--- config.mk ---
export PLATFORM = sky130hd
export DESIGN_NAME = q_capture_ctrl
export DESIGN_NICKNAME = d
export VERILOG_FILES = /design/src/rtl/q_capture_ctrl.sv
export SDC_FILE = /design/constraint.sdc
export NUM_CORES = 1
export LEC_CHECK = 0
export BUFFER_PORTS_ARGS = -buffer_cell sky130_fd_sc_hd__buf_2
export CORE_ASPECT_RATIO = 1.1
export CORE_MARGIN = 4
export CORE_UTILIZATION = 40
export CTS_CLUSTER_DIAMETER = 120
export DETAILED_ROUTE_END_ITERATION = 10
export GPL_TIMING_DRIVEN = 0
export PLACE_DENSITY_LB_ADDON = 0.1
export SLEW_MARGIN = 0
export SYNTH_ARGS = -nofsm -noshare
export SYNTH_HDL_FRONTEND = slang
export SYNTH_SLANG_ARGS = --single-unit
--- constraint.sdc ---
create_clock -name clock -period 3.7 [get_ports clock]
set_input_delay 0 -clock clock [delete_from_list [all_inputs] [get_ports clock]]
set_output_delay 0 -clock clock [all_outputs]
set_load 0.01 [all_outputs]
--- src/rtl/q_capture_ctrl.sv ---
// Q-flop sample controller: strobes q_clock, waits for the synchronized ack
// handshake, and queues each resolved value into a 4-entry FIFO.
module q_capture_ctrl #(
    parameter int TIMEOUT   = 12,
    parameter int TIMEOUT_W = 4
) (
    input  logic       clock,
    input  logic       reset_l,
    input  logic       start,
    output logic       q_clock,
    input  logic       q_ack,
    input  logic       q_out,
    output logic       dout,
    output logic       dout_valid,
    input  logic       dout_ready,
    output logic [2:0] fifo_count,
    output logic       busy,
    output logic       timeout_err,
    input  logic       clear_err
);

    typedef enum logic [2:0] {IDLE, ARM, CAPTURE, RELEASE, ERR} state_t;

    state_t                 state, state_nxt;
    logic [1:0]             ack_sync, out_sync;
    logic                   ack_s, out_s;
    logic [TIMEOUT_W-1:0]   wait_cnt;
    logic                   wait_hit;
    logic [3:0]             mem;
    logic [1:0]             wr_ptr, rd_ptr;
    logic                   push, pop;

    // q_ack/q_out come from a possibly metastable flop; only the synced copies are used
    always_ff @(posedge clock or negedge reset_l) begin
        if (!reset_l) begin
            ack_sync <= '0;
            out_sync <= '0;
        end else begin
            ack_sync <= {ack_sync[0], q_ack};
            out_sync <= {out_sync[0], q_out};
        end
    end

    assign ack_s = ack_sync[1];
    assign out_s = out_sync[1];

    // Wait counter reads 0 in the first cycle of a state, so hitting TIMEOUT-1
    // means TIMEOUT cycles have been spent waiting.
    assign wait_hit = (wait_cnt == TIMEOUT_W'(TIMEOUT - 1));

    always_ff @(posedge clock or negedge reset_l) begin
        if (!reset_l) begin
            state <= IDLE;
        end else begin
            state <= state_nxt;
        end
    end

    always_comb begin
        state_nxt = state;
        case (state)
            IDLE:    if (start && fifo_count != 3'd4) state_nxt = ARM;
            ARM:     if (ack_s) state_nxt = CAPTURE;
                     else if (wait_hit) state_nxt = ERR;
            CAPTURE: state_nxt = RELEASE;
            RELEASE: if (!ack_s) state_nxt = IDLE;
                     else if (wait_hit) state_nxt = ERR;
            ERR:     if (clear_err) state_nxt = IDLE;
            default: state_nxt = IDLE;
        endcase
    end

    always_comb begin
        busy        = (state != IDLE);
        timeout_err = (state == ERR);
        push        = (state == CAPTURE);
    end

    // q_clock is registered from the next state so it is a clean flop output
    always_ff @(posedge clock or negedge reset_l) begin
        if (!reset_l) begin
            q_clock <= 1'b0;
        end else begin
            q_clock <= (state_nxt == ARM);
        end
    end

    always_ff @(posedge clock or negedge reset_l) begin
        if (!reset_l) begin
            wait_cnt <= '0;
        end else if (state_nxt != state) begin
            wait_cnt <= '0;
        end else if ((state == ARM || state == RELEASE) &&
                     wait_cnt != TIMEOUT_W'(TIMEOUT)) begin
            wait_cnt <= wait_cnt + 1'b1;
        end
    end

    assign dout_valid = (fifo_count != 3'd0);
    assign dout       = mem[rd_ptr];
    assign pop        = dout_valid && dout_ready;

    // Overflow cannot occur: a start is only accepted with a free slot
    always_ff @(posedge clock or negedge reset_l) begin
        if (!reset_l) begin
            mem        <= '0;
            wr_ptr     <= '0;
            rd_ptr     <= '0;
            fifo_count <= '0;
        end else begin
            if (push) begin
                mem[wr_ptr] <= out_s;
                wr_ptr      <= wr_ptr + 1'b1;
            end
            if (pop) begin
                rd_ptr <= rd_ptr + 1'b1;
            end
            case ({push, pop})
                2'b10:   fifo_count <= fifo_count + 1'b1;
                2'b01:   fifo_count <= fifo_count - 1'b1;
                default: fifo_count <= fifo_count;
            endcase
        end
    end

endmodule
**After elaboration in Yosys (flattened, before gate mapping)**

Index checks and enable logic that the tools add are counted.

- Flip-flop bits (word level): 23
- Input port bits: 7
- Output and inout bits: 8
- Word-level logic and storage cells: 52

- $add $sub $neg: 5
- Magnitude comparators: 3
- Equal/unequal tests: 11
- Mux-type cells: 14
- Reductions and logical operators: 10

Operators with widths:

| operator | number |
|---|---|
| 3-bit two-way mux | 5 |
| 3-bit one-hot mux with 5 select lines | 1 |
| 4-bit two-way mux | 2 |
| 3-bit by 1-bit equality test with 1-bit output, second input constant | 2 |
| 3-bit by 2-bit equality test with 1-bit output, second input constant | 2 |
| 2-bit by 3-bit less-than comparator with 1-bit output, second input constant | 2 |
| 3-bit one-hot mux with 2 select lines | 1 |
| 3-bit nonzero test | 2 |
| 2-bit by 1-bit adder with 2-bit output, second input constant | 2 |
| 4-bit by 1-bit adder with 4-bit output, second input constant | 1 |
| 4-bit bitwise mux | 1 |
| 4-bit equality test, second input constant | 1 |
| 1-bit logical AND | 4 |
| 4-bit != test, second input constant | 1 |
| 2-bit nonzero test | 2 |
| 3-bit by 1-bit adder with 3-bit output, second input constant | 1 |
| 3-bit equality test, second input constant | 1 |
| 3-bit logical NOT | 1 |
| 3-bit != test | 1 |
| 3-bit != test, second input constant | 1 |
| 3-bit by 1-bit subtractor with 3-bit output, second input constant | 1 |
| 1-bit binary-select mux with 2-bit select | 1 |
| 1-bit demux with 2-bit select | 1 |
| 2-bit by 1-bit equality test with 1-bit output, second input constant | 1 |
| 4 further kinds | 5 |

**Depth between registers and ports, before layout**

- Depth in word-level cells: 6
- Depth in mapped cells: 9
- Depth with buffers taken out: 8

**Worst setup path after synthesis**

Ideal clock, no wire load.

- Path kind: register -> register
- From: register state[2]
- To: register fifo_count[2]
- Library setup time: 128 ps
- Arrival time: 1,605 ps
- Required time: 3,572 ps
- Path slack: 1,967 ps
- Stages on the path, launching flop included: 10
- Path buffers: 1
- Period minus slack after synthesis: 1,733 ps
- Cell sequence: dfrtp_1 clkbuf_4 nor3b_4 inv_2 ha_1 inv_1 fa_1 xor2_1 nor2_1 xor2_1

- Longest elaborated chain between the ends: 3
- Elaborated cells between the ends (all ways): 5
- Classes of those cells: eq/ne (3); mux (1); reduce/logical (1)

RTL lines:

| item | RTL line | source |
|---|---|---|
| start, declared | 24 | `state_t state, state_nxt;` |
| start signal, assigned | 55 | `state <= state_nxt;` |
| 3-bit by 2-bit equality test with 1-bit output (*) | 76 | `push = (state == CAPTURE);` |
| 2-bit by 1-bit equality test with 1-bit output or 2-bit equality test (tied branches) | 118 | `case ({push, pop})` |
| 3-bit one-hot mux with 2 select lines or 2-bit nonzero test (tied branches) | - |  |
| end signal, assigned | 119 | `2'b10: fifo_count <= fifo_count + 1'b1;` |
| end signal, assigned | 120 | `2'b01: fifo_count <= fifo_count - 1'b1;` |
| end signal, assigned | 121 | `default: fifo_count <= fifo_count;` |
| end, declared | 16 | `output logic [2:0] fifo_count,` |

Every way passes the cells marked *; elsewhere a longest branch is shown, timed or not.
A chain may end at the register's enable or synchronous reset.

**Worst setup path after layout**

- From: register state[2]
- To: register fifo_count[1]

The elaborated chain is that of the path after synthesis.

==> impl_results.md <==
- Buffers on Ports: 14
- Via Count: 831
- Post-synthesis cell area: 0.00122 sq mm
- Hold Startpoint: dout_ready
- Drt pass-1 iters: 4
- RSZ-0062 raised after global routing: false
- Status: completed
- Flop pwr share: 0.405
- Achievable Freq: approximately 530 MHz
- Tightest Pin Transition: 0.516 ns
- Crit path buf inv count: 3
- Diode count: 0
- Synth Warn #: 0
- Grt peak-use layer: met2
- Clock Tree Buf Depth: 2
- Core area: 0.00285 sq mm
- Initial drt markers: 19
- Pwr/cell area: 722 mW/mm^2
- Grt met2 use: 0.205
- R2r setup slk: 1.81 ns
- Top delay family on crit path: adder cells
- Slowest cell on crit path: fa_1
- Netlist cell types: 36
- Met1 Use GR: 0.168
- # rows: 20
- Die ar.: 0.00401 sq mm
- Worst path cell trace: clkbuf_4 > nor3b_4 > inv_2 > ha_1 > inv_1 > fa_1 > o21ai_0
- Worst Path Arrival: 2.12 ns
- Setup CP Type: reg2reg
- WHS Path Cells: 3
- GR Util met3: 0.0234
- Initial antenna violation count: 0
- Stages on the worst setup path: 7
- Top_reg_cell synth: dfrtp_1
- Die W: 60.8 um
- Starting Density: 0.429
- Layout net count: ~150
- Clk root buf: clkbuf_4
- Clock sinks: 23
- Routed len/inst: 12.7 um
- Rel. slew slack: 0.656
- Final Skew: 0.00505 ns
- P_leak: 0.000651 uW
- Die Ht: 66.0 um
- EDFF count, synth: 0
- Grt ovf: 0
- IO Pins: 15
- R2r endpoint: fifo_count[1]
- Worst path required time: 3.94 ns
- Total GRT Usage: 0.128
- CTS resizes: 0
- CTS tree: done
- GPL Wtd Cong: between 0.8 and 0.9
- Reg2Reg Depth: 7
- Reg2reg start: state[2]
- Final hold vios: 0
- Post-DP HPWL: 1.56 mm
- Worst Hold Class: in2reg
- Layout area overhead: 15.4%
- Worst setup EP type: flip-flop
- Final cycle utilization of the critical path: 0.510
- Count leader, synth: dfrtp_1
- Area share of the largest cell type after synthesis: 0.470
- H-tree levels: 1
- Slew Viols, Final: 0
- Setup tns final: 0 ns
- Post CTS Setup Buffer Count: 0
- Hold worst-path end: rd_ptr[0]
- Clock power share: 0.115
- Skew-Pair Late Insertion Delay: between 0.3 and 0.4 ns
- Async set-reset flop share out of synthesis: 1.00
- Fin worst setup slack: 1.81 ns
- CP max stage delay: 0.39 ns
- Top post-synthesis cells by area: dfrtp_1, ha_1, mux2_1
- Reg clk slew, reported paths: 0.13 ns
- Largest net degree at the start of global routing: 24
- Min Tclk post-route: around 1.9 ns
- Combinational share of power: 0.480
- Max FO, Critical Path: 9
- Vias per cell: approximately 5.1
- Share of cells above drive strength 1: 0.246
- Antenna-violating nets left: 0
- Pre-CTS setup slack: 1.82 ns
- Num CTS Buffers: 3
- Yosys reg bits: 23
- Final WL: 2.06 mm
- Seq/Total Area, Yosys: 0.470
- Max-Cap Viols: 0
- Sw Ratio: 0.388
- Max VDD drop: 374 uV
- Setup Viol. Count Final: 0
- Synth Instances: 107
- Syn Nets: 122
- Filler cell count: about 280
- Residual DRC count: 0
- P_int: between 600 and 700 uW
- First-pass GRT wire length: just under 4 mm
- Synthesized area per cell: 11.4 sq um
- Psw: just under 400 uW
- Cell taking the most area after synthesis: dfrtp_1
- Crit path launch type: flip-flop
- Vias in the first global route: about 860
- Post-synth top cells: dfrtp_1, nand2_1, inv_1
registers in the layout (all words and copies together) (netlist names):
| name | count |
|---|---|
| wait_cnt | 4 |
| fifo_count | 3 |
| ack_sync | 2 |
| rd_ptr | 2 |
| state | 3 |
| out_sync | 2 |
| q_clock | 1 |
| wr_ptr | 2 |
| mem | 4 |
power groups by stage:
stage / registers [uW] / clock network (uW) / logic [uW]
3_3_place_gp: 417 / 0 / 485
5_1_grt: 433 / 132 / 570
6_report: 413 / 117 / 490
4_1_cts: 415 / 124 / 501
3_5_place_dp: 421 / 0 / 495
2_1_floorplan: 414 / 0 / 376
layer usage:
metal | vias to the layer above | share of wire
li1 | 417 | -
met1 | 402 | 0.46
met2 | 10 | 0.50
met3 | 2 | 0.026
met4 | 0 | 0.0092
met5 | - | 0
worst max path at each step:
| stage | from | to | slack [ns] |
|---|---|---|---|
| 6_report | state[2] | fifo_count[1] | 1.81 |
| 5_1_grt | state[2] | fifo_count[1] | 1.60 |
| 4_1_cts | state[2] | fifo_count[1] | 1.78 |
| 3_5_place_dp | state[2] | fifo_count[1] | 1.82 |
| 3_3_place_gp | state[2] | fifo_count[2] | 1.84 |
| 2_1_floorplan | state[2] | fifo_count[2] | 1.97 |
tightest hold or removal path: cells and delay by family:
family	cells	cell delay (ns)
xor gates and xnor gates	1	0.06
AOI/OAI and AO/OA	1	0.15
buffers and inverters	1	0.08
what timing repair did:
item,in CTS,in global routing
setup endpoints to repair,0,0
hold buffers,5,0
endpoints found under the hold margin,27,0
logic make-up after synthesis:
kind of cell,after synthesis,synth area share
and+or+nand+nor,30,0.147
DFF,23,0.470
xor gates and xnor gates,7,0.0501
AOI/OAI and AO/OA,20,0.132
adders and majority gates,8,0.0878
buffers and inverters,14,0.0582
muxes,5,0.0552
cell type report:
class | instances | area, sq um | area share
Tap cell | 33 | 41.3 | 0.0292
Multi-Input combinational cell | 70 | 578 | 0.409
Sequential cell | 23 | 576 | 0.407
Clock inverter | 1 | 5.00 | 0.00354
Clock buffer | 3 | 22.5 | 0.0159
Buffer | 3 | 30.0 | 0.0212
Inverter | 11 | 41.3 | 0.0292
Timing Repair Buffer | 19 | 120 | 0.0850
per-stage QoR:
step | std cells | utilization | area, sq um | hold WS (ns) | total power, uW
after floorplan | 107 | - | 1220 | -0.296 | 790
after global placement | 154 | 0.468 | 1340 | 0.00462 | 902
after detailed placement | 154 | 0.468 | 1340 | 0.0113 | 916
after CTS | 163 | 0.496 | 1410 | 0.00409 | 1040
after global routing | 163 | 0.496 | 1410 | 0.0188 | 1130
final | 163 | 0.496 | 1410 | 0.0119 | 1020
cell usage in the layout (no fill, tap or decap), types with 4 or more instances in the layout:
| cell type | count |
|---|---|
| dfrtp_1 | 23 |
| buf_2 | 14 |
| nand2_1 | 12 |
| inv_1 | 10 |
| ha_1 | 7 |
| dlygate4sd3_1 | 5 |
| clkbuf_4 | 4 |
| nand3b_1 | 4 |
| o21ai_1 | 4 |
| xnor2_1 | 4 |
| mux2_1 | 4 |
(Power assumes the default switching activity.)
